### config.mk
export PLATFORM = sky130hd
export DESIGN_NAME = mux8_scanner
export DESIGN_NICKNAME = d
export VERILOG_FILES = /design/src/rtl/mux8_scanner_pkg.sv /design/src/rtl/scan_timer.sv /design/src/rtl/mux8_scanner.sv
export SDC_FILE = /design/constraint.sdc
export NUM_CORES = 1
export LEC_CHECK = 0
export ABC_AREA = 0
export CAP_MARGIN = 10
export CORE_UTILIZATION = 49
export CTS_CLUSTER_SIZE = 14
export DETAILED_ROUTE_END_ITERATION = 12
export PLACE_DENSITY = 0.77
export SYNTH_ARGS = -nofsm -noshare
export SYNTH_HDL_FRONTEND = slang
export SYNTH_SLANG_ARGS = --single-unit
### constraint.sdc
create_clock -name clk -period 1.9 [get_ports clk]
set_clock_uncertainty 0.1 [all_clocks]
set_input_delay 0.285 -clock clk [delete_from_list [all_inputs] [get_ports clk]]
set_output_delay 0.285 -clock clk [all_outputs]
set_load 0.01 [all_outputs]
### src/rtl/mux8_scanner_pkg.sv
// Shared constants and FSM state type for the mux8 channel scanner.
package mux8_scanner_pkg;

    localparam int NCH   = 8;
    localparam int CH_W  = 3;
    localparam int CNT_W = 4;

    localparam logic [CH_W-1:0] CH_LAST = CH_W'(NCH - 1);

    typedef enum logic [1:0] {
        IDLE = 2'd0,
        SCAN = 2'd1,
        DONE = 2'd2
    } state_e;

endpackage

### src/rtl/scan_timer.sv
// Settle down-counter: tick marks the last wait cycle of the current channel.
module scan_timer
    import mux8_scanner_pkg::*;
#(
    parameter int unsigned SETTLE = 0
) (
    input  logic clk,
    input  logic rst,
    input  logic en,
    input  logic load,
    output logic tick
);

    localparam logic [CNT_W-1:0] RELOAD = CNT_W'(SETTLE);

    logic [CNT_W-1:0] cnt_q;
    logic [CNT_W-1:0] cnt_d;

    // NOTE: the default assignment first keeps every path of always_comb assigned, so no latch is inferred.
    always_comb begin
        cnt_d = cnt_q;
        if (load) begin
            cnt_d = RELOAD;
        end else if (en) begin
            cnt_d = (cnt_q == '0) ? RELOAD : cnt_q - 1'b1;
        end
    end

    // NOTE: state registers use non-blocking assignment so every flop samples pre-edge values.
    always_ff @(posedge clk) begin
        if (rst) begin
            cnt_q <= '0;
        end else begin
            cnt_q <= cnt_d;
        end
    end

    assign tick = en && (cnt_q == '0);

endmodule

### src/rtl/mux8_scanner.sv
// Steps mux8 selects through channels 0..7, samples z0 per channel and
// presents the assembled 8-bit word on a valid/ready handshake.
module mux8_scanner
    import mux8_scanner_pkg::*;
#(
    parameter int unsigned SETTLE = 0
) (
    input  logic           clk,
    input  logic           rst,
    input  logic           start,
    input  logic           cont,
    input  logic           z0,
    output logic           s0,
    output logic           s1,
    output logic           s2,
    output logic [NCH-1:0] data,
    output logic           valid,
    input  logic           ready,
    output logic           busy
);

    state_e          state_q;
    logic [CH_W-1:0] ch_q;
    logic [NCH-1:0]  data_q;
    logic            valid_q;
    logic            busy_q;
    logic            tick;

    // Holding the timer in load outside SCAN gives every scan a fresh settle window.
    scan_timer #(
        .SETTLE(SETTLE)
    ) u_timer (
        .clk (clk),
        .rst (rst),
        .en  (state_q == SCAN),
        .load(state_q != SCAN),
        .tick(tick)
    );

    always_ff @(posedge clk) begin
        if (rst) begin
            state_q <= IDLE;
            ch_q    <= '0;
            data_q  <= '0;
            valid_q <= 1'b0;
            busy_q  <= 1'b0;
        end else begin
            case (state_q)
                IDLE: begin
                    if (start) begin
                        state_q <= SCAN;
                        ch_q    <= '0;
                        data_q  <= '0;
                        busy_q  <= 1'b1;
                    end
                end
                SCAN: begin
                    if (tick) begin
                        data_q[ch_q] <= z0;
                        if (ch_q == CH_LAST) begin
                            state_q <= DONE;
                            ch_q    <= '0;
                            busy_q  <= 1'b0;
                            valid_q <= 1'b1;
                        end else begin
                            ch_q <= ch_q + 1'b1;
                        end
                    end
                end
                DONE: begin
                    if (ready) begin
                        valid_q <= 1'b0;
                        if (cont) begin
                            state_q <= SCAN;
                            data_q  <= '0;
                            busy_q  <= 1'b1;
                        end else begin
                            state_q <= IDLE;
                        end
                    end
                end
                default: begin
                    state_q <= IDLE;
                    ch_q    <= '0;
                    valid_q <= 1'b0;
                    busy_q  <= 1'b0;
                end
            endcase
        end
    end

    assign {s2, s1, s0} = ch_q;
    assign data         = data_q;
    assign valid        = valid_q;
    assign busy         = busy_q;

endmodule

== After elaboration in Yosys (flattened, before gate mapping) ==
Index checks and enable logic that the tools add are counted.

* Memories kept: 0
* Output and inout bits: 13
* Flip-flop bits (word level): 19
* Input bits: 6
* ROM bits: 0
* Word-level logic and storage cells: 61
* Latch bits: 0
* RAM bits: 0

* Reduce and logical (&&, ||, !) cells: 11
* Shifts and indexed selects: 0
* Muxes and demuxes: 29
* Order comparisons: 2
* Equality and inequality tests: 9
* $add $sub $neg: 2
* Multipliers: 0
* Div/mod/pow operators: 0
* Bitwise logic cells: 2

{| class="wikitable"
|+ Operators by type and width
! operator !! count
|-
| $mux W8 || 4
|-
| $pmux W8 S3 || 1
|-
| $mux W1 || 10
|-
| $ne A2 B2 Y1 const B || 5
|-
| $reduce_and A5 Y1 || 2
|-
| $mux W3 || 3
|-
| $pmux W3 S3 || 1
|-
| $bwmux W8 || 1
|-
| $mux W2 || 4
|-
| $reduce_and A4 Y1 || 2
|-
| $pmux W1 S3 || 2
|-
| $pmux W2 S3 || 1
|-
| $logic_not A4 Y1 || 1
|-
| $lt A3 B4 Y1 const B || 1
|-
| $mux W4 || 1
|-
| $sub A4 B1 Y4 const B || 1
|-
| $add A3 B1 Y3 const B || 1
|-
| $demux W1 S3 || 1
|-
| $eq A3 B3 Y1 const B || 1
|-
| $ge A3 B1 Y1 const B || 1
|-
| $reduce_and A3 Y1 || 1
|-
| $reduce_bool A3 Y1 || 1
|-
| $eq A2 B1 Y1 const B || 1
|-
| $eq A2 B2 Y1 const B || 1
|-
| other kinds (5) || 7
|}

== Longest topological paths before layout ==
Gate-level depths: netlist (run 1).

* Depth in word-level cells: 7
* Mapped depth: 6
* Gate-level depth less buffers: 6

== Hierarchy ==
From an unflattened synthesis (run 1), not the netlist that was laid out.

* Cells, all modules: 112
* Area total of the unflattened synthesis: 1013.5 um2

{| class="wikitable"
|+ By module, submodules not included
! module !! instances !! area an instance (um2) !! sequential area each (um2) !! cells an instance
|-
| mux8_scanner || 1 || 827.0 || 300.3 || 92
|-
| scan_timer || 1 || 186.4 || 80.1 || 20
|}

== Least setup slack after synthesis (run 1) ==
Ideal clock, no wire load.

* Path kind: reg-to-reg
* Start point: reg ch_q[0]
* End point: reg busy_q (netlist: busy)
* Arrival time: 1473 ps
* Path buffers: 0
* Period minus slack after synthesis: 1707 ps
* Cell stages (with the launch flop): 7
* Data required time: 1666 ps
* Library setup time: 134 ps
* Setup slack: 193 ps
* Cell sequence: dfxtp_1 > ha_1 > ha_1 > or3b_2 > o211a_1 > a21oi_1 > a211oi_1

* Longest elaborated chain between the ends: 3

{| class="wikitable"
|+ Ends and longest elaborated chain
! what !! RTL line !! text
|-
| from (decl) || mux8_scanner.sv:23 || <nowiki>logic [CH_W-1:0] ch_q;</nowiki>
|-
| from (signal assigned) || mux8_scanner.sv:66 || <nowiki>ch_q <= ch_q + 1'b1;</nowiki>
|-
| $eq A3 B3 Y1 || mux8_scanner.sv:60 || <nowiki>if (ch_q == CH_LAST) begin</nowiki>
|-
| $ne A2 B2 Y1 (no source line) || - ||
|-
| $reduce_and A5 Y1 (no source line) || - ||
|-
| to (signal assigned) || mux8_scanner.sv:54 || <nowiki>busy_q <= 1'b1;</nowiki>
|-
| to (signal assigned) || mux8_scanner.sv:63 || <nowiki>busy_q <= 1'b0;</nowiki>
|-
| to (signal assigned) || mux8_scanner.sv:76 || <nowiki>busy_q <= 1'b1;</nowiki>
|-
| to (decl) || mux8_scanner.sv:26 || <nowiki>logic busy_q;</nowiki>
|}

No other way between the ends.
A chain may end at the register's enable or synchronous reset.

== Worst setup path in the final report (run 1) ==
* Start point: reg ch_q[0]
* End point: reg valid_q (netlist: valid)

* Longest elaborated chain between the ends: 3

{| class="wikitable"
|+ Ends and longest elaborated chain
! what !! RTL line !! text
|-
| $eq A3 B3 Y1 || mux8_scanner.sv:60 ||
|-
| $ne A2 B2 Y1 (no source line) || - ||
|-
| $reduce_and A4 Y1 (no source line) || - ||
|-
| to (signal assigned) || mux8_scanner.sv:64 || <nowiki>valid_q <= 1'b1;</nowiki>
|-
| to (signal assigned) || mux8_scanner.sv:72 || <nowiki>valid_q <= 1'b0;</nowiki>
|-
| to (signal assigned) || mux8_scanner.sv:85 || <nowiki>valid_q <= 1'b0;</nowiki>
|-
| to (decl) || mux8_scanner.sv:25 || <nowiki>logic valid_q;</nowiki>
|}

No other way between the ends.

==> flow_summary.ini, run 1 <==
[floorplan]
die_area_mm2 = 0.002132
die_y_um = 46.17
ios = 19
initial_utilization_pct = 53.61
die_x_um = 46.17
core_mm2 = 0.001783
rows = 15

[route]
viasPerCell = 5.682
drt-pass1-iter-count = 4
route.detailed.drc = 0
ant_nets = 0
routed_wl_um = 2076
drtIter0Drc = 20
detail_route.wl_per_cell_um = 13.22
num_vias = 892

[clocking]
cts_inserted_buffers = 3
cts_setup_buffers = 0
htree_levels = 1
clk_pin_slew_ns = 0.10
cts_tree = yes
cts_root_buf = clkbuf_4
cts.repair.resized = 0
worstSkewPairLatency_ns = 0.30
postCtsHoldBufs = 0
cts.sinks = 19
cts.path.max_buffers = 2

[critical_path]
crit_fanout = 4
cpMaxStageDelayCell = or3b_2
crit_required_ns = 2.00
endpoint_kind = flip-flop
crit_top_cell = ha_1
slowest_delay_ns = 0.48
worstSetupPathType = reg2reg
crit_chain = ha_1 > ha_1 > or3b_2 > o211a_1 > a21oi_1 > nor3b_1
critPathLaunchType = flip-flop
crit_arrival_ns = 1.86

[power]
p_sw_share_pct = 28.13
vdd_drop_max_mv = 0.5726
power.clock.fraction_pct = 24.6
p_total_uw = 821.3
sequentialPowerShare_pct = 51.8
power.leakage_uw = 0.0004454
powerDensity_mw_per_mm2 = 669.2
p_sw_uw = 231.1
p_int_uw = 590.3
p_comb_share_pct = 23.6

[logic_synthesis]
yosys_warnings = 0
synth_area_um2 = 955.9
ys_types = 35
yosysSeqAreaShare_pct = 39.79
ys_async_sr_fraction_pct = 0
yosys.area.top_type = dfxtp_1
synth.area.top_cells = dfxtp_1 40%, o21ai_0 4.2%, a31oi_1 3.9%
syn_nets = 117
avgSynthCellArea_um2 = 8.770
netlist_top_cells_count = 19 x dfxtp_1, 8 x o21ai_0, 7 x a21oi_1, 7 x inv_1
ys_seq_elements = 19
synth_top_cell_area_share_pct = 39.79
synth-main-ff-cell = dfxtp_1
synth_edf_count = 0
synth.most_common_cell = dfxtp_1
synthCells = 109

[grt]
antenna_found_initial = 0
grt_pass1_wl_um = 3298
grt_pass1_vias = 757
grtUsageTotal_pct = 21.67
overflow = 0
grt_max_degree = 12

[timing]
slew_viol_final = 0
rsz0062_at_grt = false
whs_ns = 0.3811
hold_viol = 0
setup_viol = 0
fmax_mhz = 567.1
setup_slack_ns = 0.1366
max_slew_margin_pct = 70.55
worstMarginPinSlew_ns = 0.4381
setup-tns-final_ns = 0
fin_crit_sh_pct = 92.81
timing.final.crit_period_ns = 1.763

[run]
max-cap-violations = 0

[cells_and_area]
multi_input_area_um2 = 515.5
num_antenna_cells = 0
final-instance-count-excl-fill = 157
final-seq-area_um2 = 380.4
syn_to_final_growth_pct = 28.40
nets = 141
drive_gt1_share_pct = 15.15
fillers = 149

[placed_design]
dpl.hpwl_um = 1502
dp_cells = 153
port_buffers = 18
place.gp.congestion = 0.8138
post-place-ws_ns = 0.07552

[outcome]
status = finished, final reports clean

[hold_path]
hp-class = reg2reg
==> cells by family (layout without fill, tap and decap cells) <==
kind of cell / Yosys count / after routing / share of synthesized area [%]
and+or+nand+nor: 34 / 34 / 23.82
muxes: 1 / 1 / 1.047
AOI/OAI and AO/OA: 38 / 38 / 26.44
buffers and inverters: 15 / 38 / 6.282
adders and majority gates: 2 / 2 / 2.617
DFF: 19 / 19 / 39.79
==> final timing paths <==
check,start,to,slack [ns],cells past startpoint
setup reg to reg,ch_q[0],valid,0.14,6
hold / removal,data[7],data[7],0.38,2
hold reg to reg,data[7],data[7],0.38,2
setup / recovery,ch_q[0],valid,0.14,6
==> sequential cells by signal (all words and copies together), names as in the netlist <==
register,count
data,8
u_timer.cnt_q,4
ch_q,3
state_q,2
busy,1
valid,1
==> power groups by stage <==
stage | sequential [µW] | combinational, µW | clock [µW]
2_1_floorplan | 435 | 116 | 0
3_3_place_gp | 434 | 188 | 0
3_5_place_dp | 434 | 192 | 0
4_1_cts | 426 | 193 | 210
5_1_grt | 428 | 212 | 231
6_report | 425 | 194 | 202
==> through the flow <==
stage          cell area (µm²)  utilization, %
2_1_floorplan            955.9               -
3_3_place_gp              1201           67.37
3_5_place_dp              1201           67.37
4_1_cts                   1227           68.84
5_1_grt                   1227           68.84
6_report                  1227           68.84
==> worst max-delay path, delay by kind of cell, from the launching register on <==
kind                       cells  cell delay (ns)
adders and majority gates      2             0.36
DFF                            1             0.34
AOI/OAI and AO/OA              2             0.32
and+or+nand+nor                2             0.54
==> cell type report <==
cell class	count	share of cell area (%)
Clock buffer	4	2.141
Timing Repair Buffer	27	20.18
Sequential cell	19	30.99
Inverter	7	2.141
Tap cell	25	2.548
Multi-Input combinational cell	75	42.00
==> routing by layer <==
| layer | track usage, % | up-vias | share of wire [%] |
|---|---|---|---|
| li1 | - | 451 | - |
| met1 | 28.44 | 410 | 48 |
| met2 | 34.08 | 29 | 46 |
| met3 | 7.059 | 2 | 5.3 |
| met4 | 5.294 | 0 | 0.58 |
| met5 | 0 | - | 0 |
==> cells in the final DEF (no fill, tap or decap), drive strengths merged <==
cell type,synthesis,routed
o211a,1,1
o41ai,4,4
a31oi,6,6
a22oi,2,2
o22ai,1,1
nor2b,6,6
inv,7,7
clkdlybuf4s50,0,18
nor4,2,2
o2bb2ai,1,1
o21ai,8,8
nand3b,2,2
a21oi,7,7
buf,3,9
nor3b,1,1
or2b,1,1
nand3,4,4
nor3,2,2
a211oi,3,3
nand2,5,5
ha,2,2
or3b,2,2
or3,1,1
clkbuf,5,4
nand4b,1,1
dfxtp,19,19
mux2i,1,1
nor2,5,5
or2,2,2
o32ai,4,4
o21bai,1,1
No activity file was read; power rests on OpenSTA's default activity.
==> inputs of run 2 (changes only) <==
- CORE_UTILIZATION: 49 -> 42
- PLACE_DENSITY: 0.77 -> 0.68
- clock period: 1.9 -> 2 ns (I/O delays scaled with it)
==> flow_summary.ini, run 2 (synthesized netlist as in run 1, its figures left out) <==
[outcome]
status = finished, final reports clean

[floorplan]
die_y_um = 49.71
initial_utilization_pct = 46.81
ios = 19
die_x_um = 49.71
core_mm2 = 0.002042
rows = 16
die_area_mm2 = 0.002471

[placed_design]
port_buffers = 18
dpl.hpwl_um = 1445
dp_cells = 154
place.gp.congestion = 0.7427

[critical_path]
r2r.worst_path.cells = 6
cp-startpoint = ch_q[2]
cp.depth = 2
worstSetupPathType = reg2out
crit_fanout = 10
slowest_delay_ns = 0.55
ff2ff_setup_slack_ns = 0.24
endpoint_kind = output port
crit_arrival_ns = 1.37
crit_family = buffers and inverters
crit_required_ns = 1.60
cpMaxStageDelayCell = clkdlybuf4s50_1
r2r-start = ch_q[0]
crit_chain = buf_4 > clkdlybuf4s50_1
critPathLaunchType = flip-flop
crit_end = s2
critPathBufInv = 2
r2r_end = busy

[cells_and_area]
final-instance-count-excl-fill = 158
final_common_cell = dfxtp_1
fillers = 207
nets = 140
final_cell_mix = 19 x dfxtp_1, 18 x clkdlybuf4s50_1, 8 x o21ai_0, 8 x buf_4
drive_gt1_share_pct = 15.27
syn_to_final_growth_pct = 28.01
final-seq-area_um2 = 380.4
num_antenna_cells = 0
multi_input_area_um2 = 515.5
largest_reg_flops = 8

[grt]
grt_pass1_wl_um = 3539
grt_max_degree = 13
grtUsageTotal_pct = 18.36
grt_pass1_vias = 823
antenna_found_initial = 0
overflow = 0

[power]
sequentialPowerShare_pct = 51.1
power.leakage_uw = 0.0004434
p_sw_share_pct = 29.07
p_sw_uw = 227.7
p_int_uw = 555.6
powerDensity_mw_per_mm2 = 640.2
p_comb_share_pct = 23.3
power.clock.fraction_pct = 25.7
vdd_drop_max_mv = 0.3578

[route]
drtIter0Drc = 24
drt-pass1-iter-count = 4
viasPerCell = 5.487
num_vias = 867
ant_nets = 0
detail_route.wl_per_cell_um = 12.49
routed_wl_um = 1973
route.detailed.drc = 0

[timing]
setup-tns-final_ns = 0
rsz0062_at_grt = false
hold_viol = 0
max_slew_margin_pct = 71.14
setup_viol = 0
worstMarginPinSlew_ns = 0.4293
timing.final.crit_period_ns = 1.774
slew_viol_final = 0
whs_ns = 0.3815
fin_crit_sh_pct = 88.70
fmax_mhz = 563.7

[clocking]
cts.path.max_buffers = 2
cts_setup_buffers = 0
cts_inserted_buffers = 3
clk_pin_slew_ns = 0.12
htree_levels = 1
cts.repair.resized = 0
cts_tree = yes
cts.sinks = 19
postCtsHoldBufs = 0
worstSkewPairLatency_ns = 0.30
cts_root_buf = clkbuf_4

[run]
max-cap-violations = 0

[hold_path]
hp-class = reg2reg
run 2: cell count changes in the layout (fill, tap and decap cells not counted):
| cell | delta |
|---|---|
| buf_4 | -1 |
| clkbuf_1 | -1 |
| clkinv_2 | +1 |
run 2: through the flow:
step           setup WS, ns  area (µm²)  utilization (%)  power (µW)
2_1_floorplan        0.2931       955.9                -       523.6
5_1_grt             0.09479        1224            59.93       831.6
4_1_cts              0.2146        1224            59.93       790.9
3_5_place_dp         0.1556        1196            58.58       591.0
3_3_place_gp         0.2110        1196            58.58       590.5
6_report             0.2259        1224            59.93       783.3
run 2: area by class of cell:
cell class                 count  share of cell area, %
clock buffer                   3                  1.840
timing repair buffer          26                  19.63
clock inverter                 1                 0.4090
tap                           27                  2.761
sequential                    19                  31.08
multi-input combinational     75                  42.13
inverter                       7                  2.147
run 2: metal layers:
metal / track usage, % / share of wire [%] / vias up
li1: - / - / 449
met3: 4.012 / 3.3 / 2
met2: 27.48 / 41 / 15
met5: 0 / 0 / -
met1: 26.00 / 55 / 401
met4: 5.714 / 0.41 / 0
run 2: how the worst min path moves through the flow:
stage | from | endpoint | slack [ns] | cells past startpoint
6_report | data[6] | data[6] | 0.38 | 2
2_1_floorplan | u_timer.cnt_q[1] | u_timer.cnt_q[1] | 0.39 | 2
3_3_place_gp | data[4] | data[4] | 0.36 | 2
3_5_place_dp | data[6] | data[6] | 0.37 | 2
5_1_grt | data[7] | data[7] | 0.41 | 2
4_1_cts | data[6] | data[6] | 0.38 | 2
run 2: power by group through the flow:
stage	registers (µW)	clock network (µW)	logic (µW)
final	400	201	182
after global routing	403	225	203
after CTS	400	207	183
after detailed placement	409	0	182
after global placement	409	0	181
after floorplan	414	0	110
run 2: tightest hold or removal path: stages (launching register included):
cell and delay [ns]:
dfxtp_1 0.33, inv_1 0.04, o32ai_1 0.07
==> inputs of run 3 (changes only) <==
- GPL_ROUTABILITY_DRIVEN: unset -> 1
- MAX_ROUTING_LAYER: unset -> met4
==> flow_summary.ini, run 3 (synthesized netlist as in run 1, its figures left out) <==
[placed_design]
dpl.hpwl_um = 1445
dp_cells = 154
post-place-ws_ns = 0.1556
place.gp.congestion = 0.7521
port_buffers = 18

[power]
power.leakage_uw = 0.0004434
vdd_drop_max_mv = 0.3573
powerDensity_mw_per_mm2 = 639.8

[hold_path]
hp-class = reg2reg
hold-path-cell-count = 2

[timing]
setup_slack_ns = 0.2268
fin_crit_sh_pct = 88.66
timing.final.crit_period_ns = 1.773
setup-tns-final_ns = 0
fmax_mhz = 564.0
max_slew_margin_pct = 71.14
slew_viol_final = 0
rsz0062_at_grt = false
setup_viol = 0
worstMarginPinSlew_ns = 0.4293
hold_viol = 0

[grt]
grt_pass1_wl_um = 3539
grt_pass1_vias = 822
grt_max_degree = 13
grtUsageTotal_pct = 18.87
overflow = 0
antenna_found_initial = 0

[floorplan]
core_mm2 = 0.002042
rows = 16
die_area_mm2 = 0.002471
die_y_um = 49.71
initial_utilization_pct = 46.81
die_x_um = 49.71
ios = 19

[critical_path]
crit_required_ns = 1.60
crit_arrival_ns = 1.37
crit_chain = buf_4 > clkdlybuf4s50_1
slowest_delay_ns = 0.55
cpMaxStageDelayCell = clkdlybuf4s50_1
worstSetupPathType = reg2out
crit_fanout = 10
cp.depth = 2
endpoint_kind = output port
r2r.worst_path.cells = 6
critPathBufInv = 2
critPathLaunchType = flip-flop
crit_family = buffers and inverters

[run]
max-cap-violations = 0

[outcome]
status = finished, final reports clean

[route]
viasPerCell = 5.494
route.detailed.drc = 0
drt-pass1-iter-count = 4
drtIter0Drc = 24
detail_route.wl_per_cell_um = 12.49
num_vias = 868
routed_wl_um = 1973
ant_nets = 0

[clocking]
cts_setup_buffers = 0
clk_pin_slew_ns = 0.12
postCtsHoldBufs = 0
cts_tree = yes
worstSkewPairLatency_ns = 0.30
htree_levels = 1
cts.sinks = 19
cts_inserted_buffers = 3
cts_root_buf = clkbuf_4
cts.path.max_buffers = 2
cts.repair.resized = 0

[cells_and_area]
fillers = 207
num_antenna_cells = 0
nets = 140
syn_to_final_growth_pct = 28.01
final_cell_mix = 19 x dfxtp_1, 18 x clkdlybuf4s50_1, 8 x o21ai_0, 8 x buf_4
drive_gt1_share_pct = 15.27
final-instance-count-excl-fill = 158
final_common_cell = dfxtp_1
largest_reg_flops = 8
## run 3: cell counts in the layout (fill, tap and decap cells not counted)
Identical to the previous run, type by type.
## run 3: worst register-to-register path, stage by stage, from the launching register on
cell and delay [ns]:
dfxtp_1 0.33, ha_1 0.19, ha_1 0.17, or3b_2 0.49, o211a_1 0.17, a21oi_1 0.15, a211oi_1 0.06
## run 3: path summary, 6_finish.rpt
path / to / startpoint / slack [ns]
min: data[6] / data[6] / 0.38
max reg2reg: busy / ch_q[0] / 0.24
max: s2 / ch_q[2] / 0.23
min reg2reg: data[6] / data[6] / 0.38
## run 3: metal layers
metal	GRT usage, %	vias up	routed length (µm)	part of all wire, %
li1	-	449	-	-
met1	26.19	402	1084	55
met2	27.48	15	823	42
met3	3.704	2	56	2.8
met4	5.714	0	9	0.46
met5	-	-	0	0
## run 3: layout make-up
class / instances / area, µm² / area share [%]
Multi-Input combinational cell: 75 / 515.5 / 42.13
Sequential cell: 19 / 380.4 / 31.08
Clock inverter: 1 / 5.005 / 0.4090
Timing Repair Buffer: 26 / 240.2 / 19.63
Inverter: 7 / 26.28 / 2.147
Clock buffer: 3 / 22.52 / 1.840
Tap cell: 27 / 33.78 / 2.761
## run 3: where the power goes
part | leakage (µW) | internal, µW | switching [µW] | total, µW
Clock | 0.0000177 | 74.5 | 126 | 200
Sequential | 0.000154 | 393 | 6.80 | 400
Combinational | 0.000272 | 87.8 | 94.5 | 182
Total | 0.000443 | 556 | 227 | 783
## run 3: per-stage QoR
stage	area [µm²]	hold WS [ns]	power [µW]	util, %
detailed placement	1196	0.3655	591.0	58.58
global placement	1196	0.3647	590.5	58.58
global route	1224	0.4089	831.6	59.93
CTS	1224	0.3834	790.9	59.93
floorplan	955.9	0.3906	523.6	-
finish	1224	0.3815	782.9	59.93
